<file path="config.mk">
export PLATFORM = sky130hd
export DESIGN_NAME = hex2ascii_tx
export DESIGN_NICKNAME = d
export VERILOG_FILES = /design/src/rtl/hex2ascii_tx.sv
export SDC_FILE = /design/constraint.sdc
export NUM_CORES = 1
export LEC_CHECK = 0
export BUFFER_PORTS_ARGS = -buffer_cell sky130_fd_sc_hd__buf_2
export CAP_MARGIN = 15
export CELL_PAD_IN_SITES_DETAIL_PLACEMENT = 0
export CELL_PAD_IN_SITES_GLOBAL_PLACEMENT = 1
export CORE_ASPECT_RATIO = 2
export CORE_MARGIN = 1
export CORE_UTILIZATION = 44
export CTS_BUF_LIST = sky130_fd_sc_hd__clkbuf_8
export DETAILED_ROUTE_END_ITERATION = 8
export PLACE_DENSITY_LB_ADDON = 0.1
export RECOVER_POWER = 25
export SLEW_MARGIN = 20
export SYNTH_ARGS = -nofsm -noshare
export SYNTH_HDL_FRONTEND = slang
export SYNTH_SLANG_ARGS = --single-unit
</file>
<file path="constraint.sdc">
create_clock -name clk -period 2.1 [get_ports clk]
set_input_delay 0.42 -clock clk [delete_from_list [all_inputs] [get_ports clk]]
set_output_delay 0.42 -clock clk [all_outputs]
set_load 0.1 [all_outputs]
</file>
<file path="src/rtl/hex2ascii_tx.sv">
// Prints a captured 16-bit value as four uppercase ASCII hex characters, one per tx_rdy handshake.
// Define HEX2ASCII_TX_CRLF_EN to append CR, LF to every frame.
module hex2ascii_tx (
  input  logic        clk,
  input  logic        rst_n,
  input  logic [15:0] din,
  input  logic        din_vld,
  input  logic        tx_rdy,
  output logic [7:0]  dout,
  output logic        dout_vld,
  output logic        busy
);

`ifdef HEX2ASCII_TX_CRLF_EN
  localparam logic [2:0] NumChars = 3'd6;
`else
  localparam logic [2:0] NumChars = 3'd4;
`endif

  typedef enum logic [1:0] {StIdle, StSend, StGap} state_e;

  state_e      state_q, state_d;
  logic [15:0] hold_q, hold_d;
  logic [2:0]  cnt_q, cnt_d;
  logic [7:0]  dout_q, dout_d;
  logic        vld_q, vld_d;
  logic        busy_q, busy_d;
  logic [7:0]  cur_char;

  function automatic logic [7:0] hex_char(input logic [3:0] n);
    return (n < 4'd10) ? {4'h3, n} : (8'h37 + {4'h0, n});
  endfunction

  always_comb begin
    cur_char = 8'h00;
    case (cnt_q)
      3'd0:    cur_char = hex_char(hold_q[15:12]);
      3'd1:    cur_char = hex_char(hold_q[11:8]);
      3'd2:    cur_char = hex_char(hold_q[7:4]);
      3'd3:    cur_char = hex_char(hold_q[3:0]);
`ifdef HEX2ASCII_TX_CRLF_EN
      3'd4:    cur_char = 8'h0D;
      3'd5:    cur_char = 8'h0A;
`endif
      default: cur_char = 8'h00;
    endcase
  end

  always_comb begin
    state_d = state_q;
    hold_d  = hold_q;
    cnt_d   = cnt_q;
    dout_d  = dout_q;
    vld_d   = 1'b0;
    case (state_q)
      StIdle: begin
        if (din_vld) begin
          hold_d  = din;
          cnt_d   = 3'd0;
          state_d = StSend;
        end
      end
      StSend: begin
        if (tx_rdy) begin
          dout_d  = cur_char;
          vld_d   = 1'b1;
          cnt_d   = cnt_q + 3'd1;
          state_d = StGap;
        end
      end
      StGap:   state_d = (cnt_q == NumChars) ? StIdle : StSend;
      default: state_d = StIdle;
    endcase
    // Registered busy tracks the next state so it drops together with the return to idle.
    busy_d = (state_d != StIdle);
  end

  always_ff @(posedge clk or negedge rst_n) begin
    if (!rst_n) begin
      state_q <= StIdle;
      hold_q  <= 16'h0000;
      cnt_q   <= 3'd0;
      dout_q  <= 8'h00;
      vld_q   <= 1'b0;
      busy_q  <= 1'b0;
    end else begin
      state_q <= state_d;
      hold_q  <= hold_d;
      cnt_q   <= cnt_d;
      dout_q  <= dout_d;
      vld_q   <= vld_d;
      busy_q  <= busy_d;
    end
  end

  assign dout     = dout_q;
  assign dout_vld = vld_q;
  assign busy     = busy_q;

endmodule
</file>
==> out/summary.txt <==
NumNets Final: 240
Post-DRT Antenna Nets: 0
worst-path fanout max: 7
largest net degree at the start of global routing: 31
combinational share of power: 49.5%
Resized Gates After CTS: 0
CTS hold repair buffers: 0
final instance area: 2040 um2
CTS max path bufs: 2
Main synth FF type: dfrtp_1
RSZ-0062 raised after global routing: false
post-synthesis average cell area: 9.58 um2
status: complete, but fails checks
Mapped Cells: 182
worst setup margin: 0.350 ns
Ant. Diodes: 0
Setup crit end kind: flop
TritonCTS clock tree: yes
grt total ovfl: 0
Area after DPL: 1900 um2
Post-synth ARST share: 100%
Crit path arrival time: 1.93 ns
internal power: 1.98 mW
Worst setup SP type: flop
clock skew: 0.00893 ns
Mapped Area: 1740 um2
r2r startpoint: cnt_q[0]
CTS sink cnt: 30
post-route minimum period: 1.75 ns
Fillers: 358
clock buffer count from CTS: 5
DRC Markers: 0
core area: 3800 um2
FF/Latch Area: 751 um2
Seq pwr share: 30.9%
syn_nets: 211
die width: 46.5 um
hold path startpoint: din[12]
Clk pwr share: 19.5%
worst skew pair latency: 0.29 ns
layout cell share with drive strength beyond 1: 21.7%
fin util: 53.7%
dominant cell type by area after synthesis: dfrtp_1
EDFF count, synth: 0
final hold vios: 0
multi-input logic area: 881 um2
part of the cycle the worst path needs: 83.3%
PD cells: 1840 nW/um2
DR vias/cell: 5.33
Chip Height: 91.0 um
Leakage: 0.951 nW
setup total negative slack: 0 ns
detailed-route via count: 1401
Detail Placement HPWL: 2940 um
DP Worst Slack: 0.349 ns
first-pass GRT wire length: 6260 um
input/output buffers: 28
CP Launch Point: cnt_q[0]
sw power: 1.77 mW
Die ar.: 4230 um2
wire per inst: 14.4 um
initial core utilization: 45.8%
Max-Cap Viols: 1
clk root buf: clkbuf_8
Routed WL: 3780 um
1st-iter DRT viols: 30
Yosys top cell area share: 43.1%
Syn. warnings: 0
GP Congestion: 0.766
commonest non-fill, non-tap cells in the layout: 30 x dfrtp_1, 27 x buf_2, 24 x nand2_1
Setup Crit Path Kind: reg -> reg
Worst Path Required: 2.28 ns
Worst Hold Class: in -> reg
failing checks: capacitance limit, slew limit
commonest non-fill, non-tap cell in the layout: dfrtp_1
IO Pins: 30
Slew HR: -7.25%
Netlist cell types: 44
Slew Limit Fails: 31
initial antenna violation count: 0
VDD IR max: 0.885 mV
# H-tree levels: 2
clock slew at reported path FFs: 0.07 ns
final setup vio count: 0
Yosys reg bits: 30
DR pass1 iterations: 4
Area growth, synth to finish: 17.1%
site row count: 32
Achievable Freq: 0.571 GHz
Overall Global Routing Usage: 20.7%
switch share: 47.3%
Hold Slack: 0.334 ns
measured slew at the worst slew-check pin: 1.61 ns
vias in the first global route: 1371
synth top area cells: dfrtp_1 43%, ha_1 6.5%, o21ai_0 6.3%
register area share after synthesis: 43.1%
Post-CTS Setup Bufs: 0
state kept, by name, indices dropped and copies added (netlist names):
signal / count
busy: 1
cnt_q: 3
dout: 7
dout_vld: 1
hold_q: 16
state_q: 2
power by group through the flow:
| stage | Clock [mW] | Combinational (mW) | Sequential, mW |
|---|---|---|---|
| 2_1_floorplan | 0 | 1.10 | 1.56 |
| 3_3_place_gp | 0 | 1.84 | 1.15 |
| 3_5_place_dp | 0 | 1.86 | 1.17 |
| 4_1_cts | 0.744 | 1.87 | 1.16 |
| 5_1_grt | 0.772 | 2.04 | 1.22 |
| 6_report | 0.733 | 1.86 | 1.16 |
critical path, stage by stage, from the launching register on:
cell and delay, ns:
dfrtp_1 0.41, inv_1 0.11, ha_1 0.24, nor3_1 0.19, nor2_1 0.08, o21ai_1 0.36
a21oi_1 0.08, a21o_1 0.17
layout make-up:
type | instances | area share [%]
flip-flops and latches | 30 | 36.8
multi-input cells | 130 | 43.2
well taps | 51 | 3.13
clock buffers | 6 | 4.05
repair buffers | 29 | 7.17
inverters | 15 | 2.76
clock inverters | 2 | 2.94
through the flow:
| step | power, mW | instances |
|---|---|---|
| after global placement | 2.99 | 255 |
| after CTS | 3.78 | 263 |
| final | 3.75 | 263 |
| after floorplan | 2.66 | 182 |
| after global routing | 4.03 | 263 |
| after detailed placement | 3.03 | 255 |
cells by family (layout without fill, tap and decap cells):
logic type / count (synthesis) / after routing / synth area share (%)
compound gates: 57 / 57 / 20.7
simple gates: 50 / 50 / 15.5
other cells: 1 / 1 / 0.215
xor+xnor: 5 / 5 / 2.51
flops: 30 / 30 / 43.1
mux: 8 / 8 / 5.17
fa+ha+maj: 9 / 9 / 6.46
buf+inv: 22 / 52 / 6.39
layer usage:
| layer | vias to the layer above | routed length, um | global-route usage, % |
|---|---|---|---|
| met5 | - | 0 | 0 |
| met4 | 0 | 66 | 7.60 |
| met3 | 6 | 111 | 4.17 |
| met2 | 37 | 2200 | 36.6 |
| met1 | 661 | 1400 | 22.5 |
| li1 | 697 | - | - |
Yosys cell counts, types with 4 or more instances:
library cell	count
dfrtp_1	30
nand2_1	24
o21ai_0	22
inv_1	15
ha_1	9
nor2_1	7
a21oi_1	6
nor2b_1	5
o21ai_1	5
a22o_1	4
mux2_1	4
mux2_2	4
xnor2_1	4
final timing paths:
kind	cells after the start	slack [ns]	endpoint
min in group asynchronous	1	0.52	cnt_q[1]
max	7	0.35	dout[0]
min	3	0.33	hold_q[12]
max reg2reg	7	0.35	dout[0]
min reg2reg	1	0.49	dout[0]
max in group asynchronous	1	0.63	dout[0]
(Power assumes the default switching activity.)
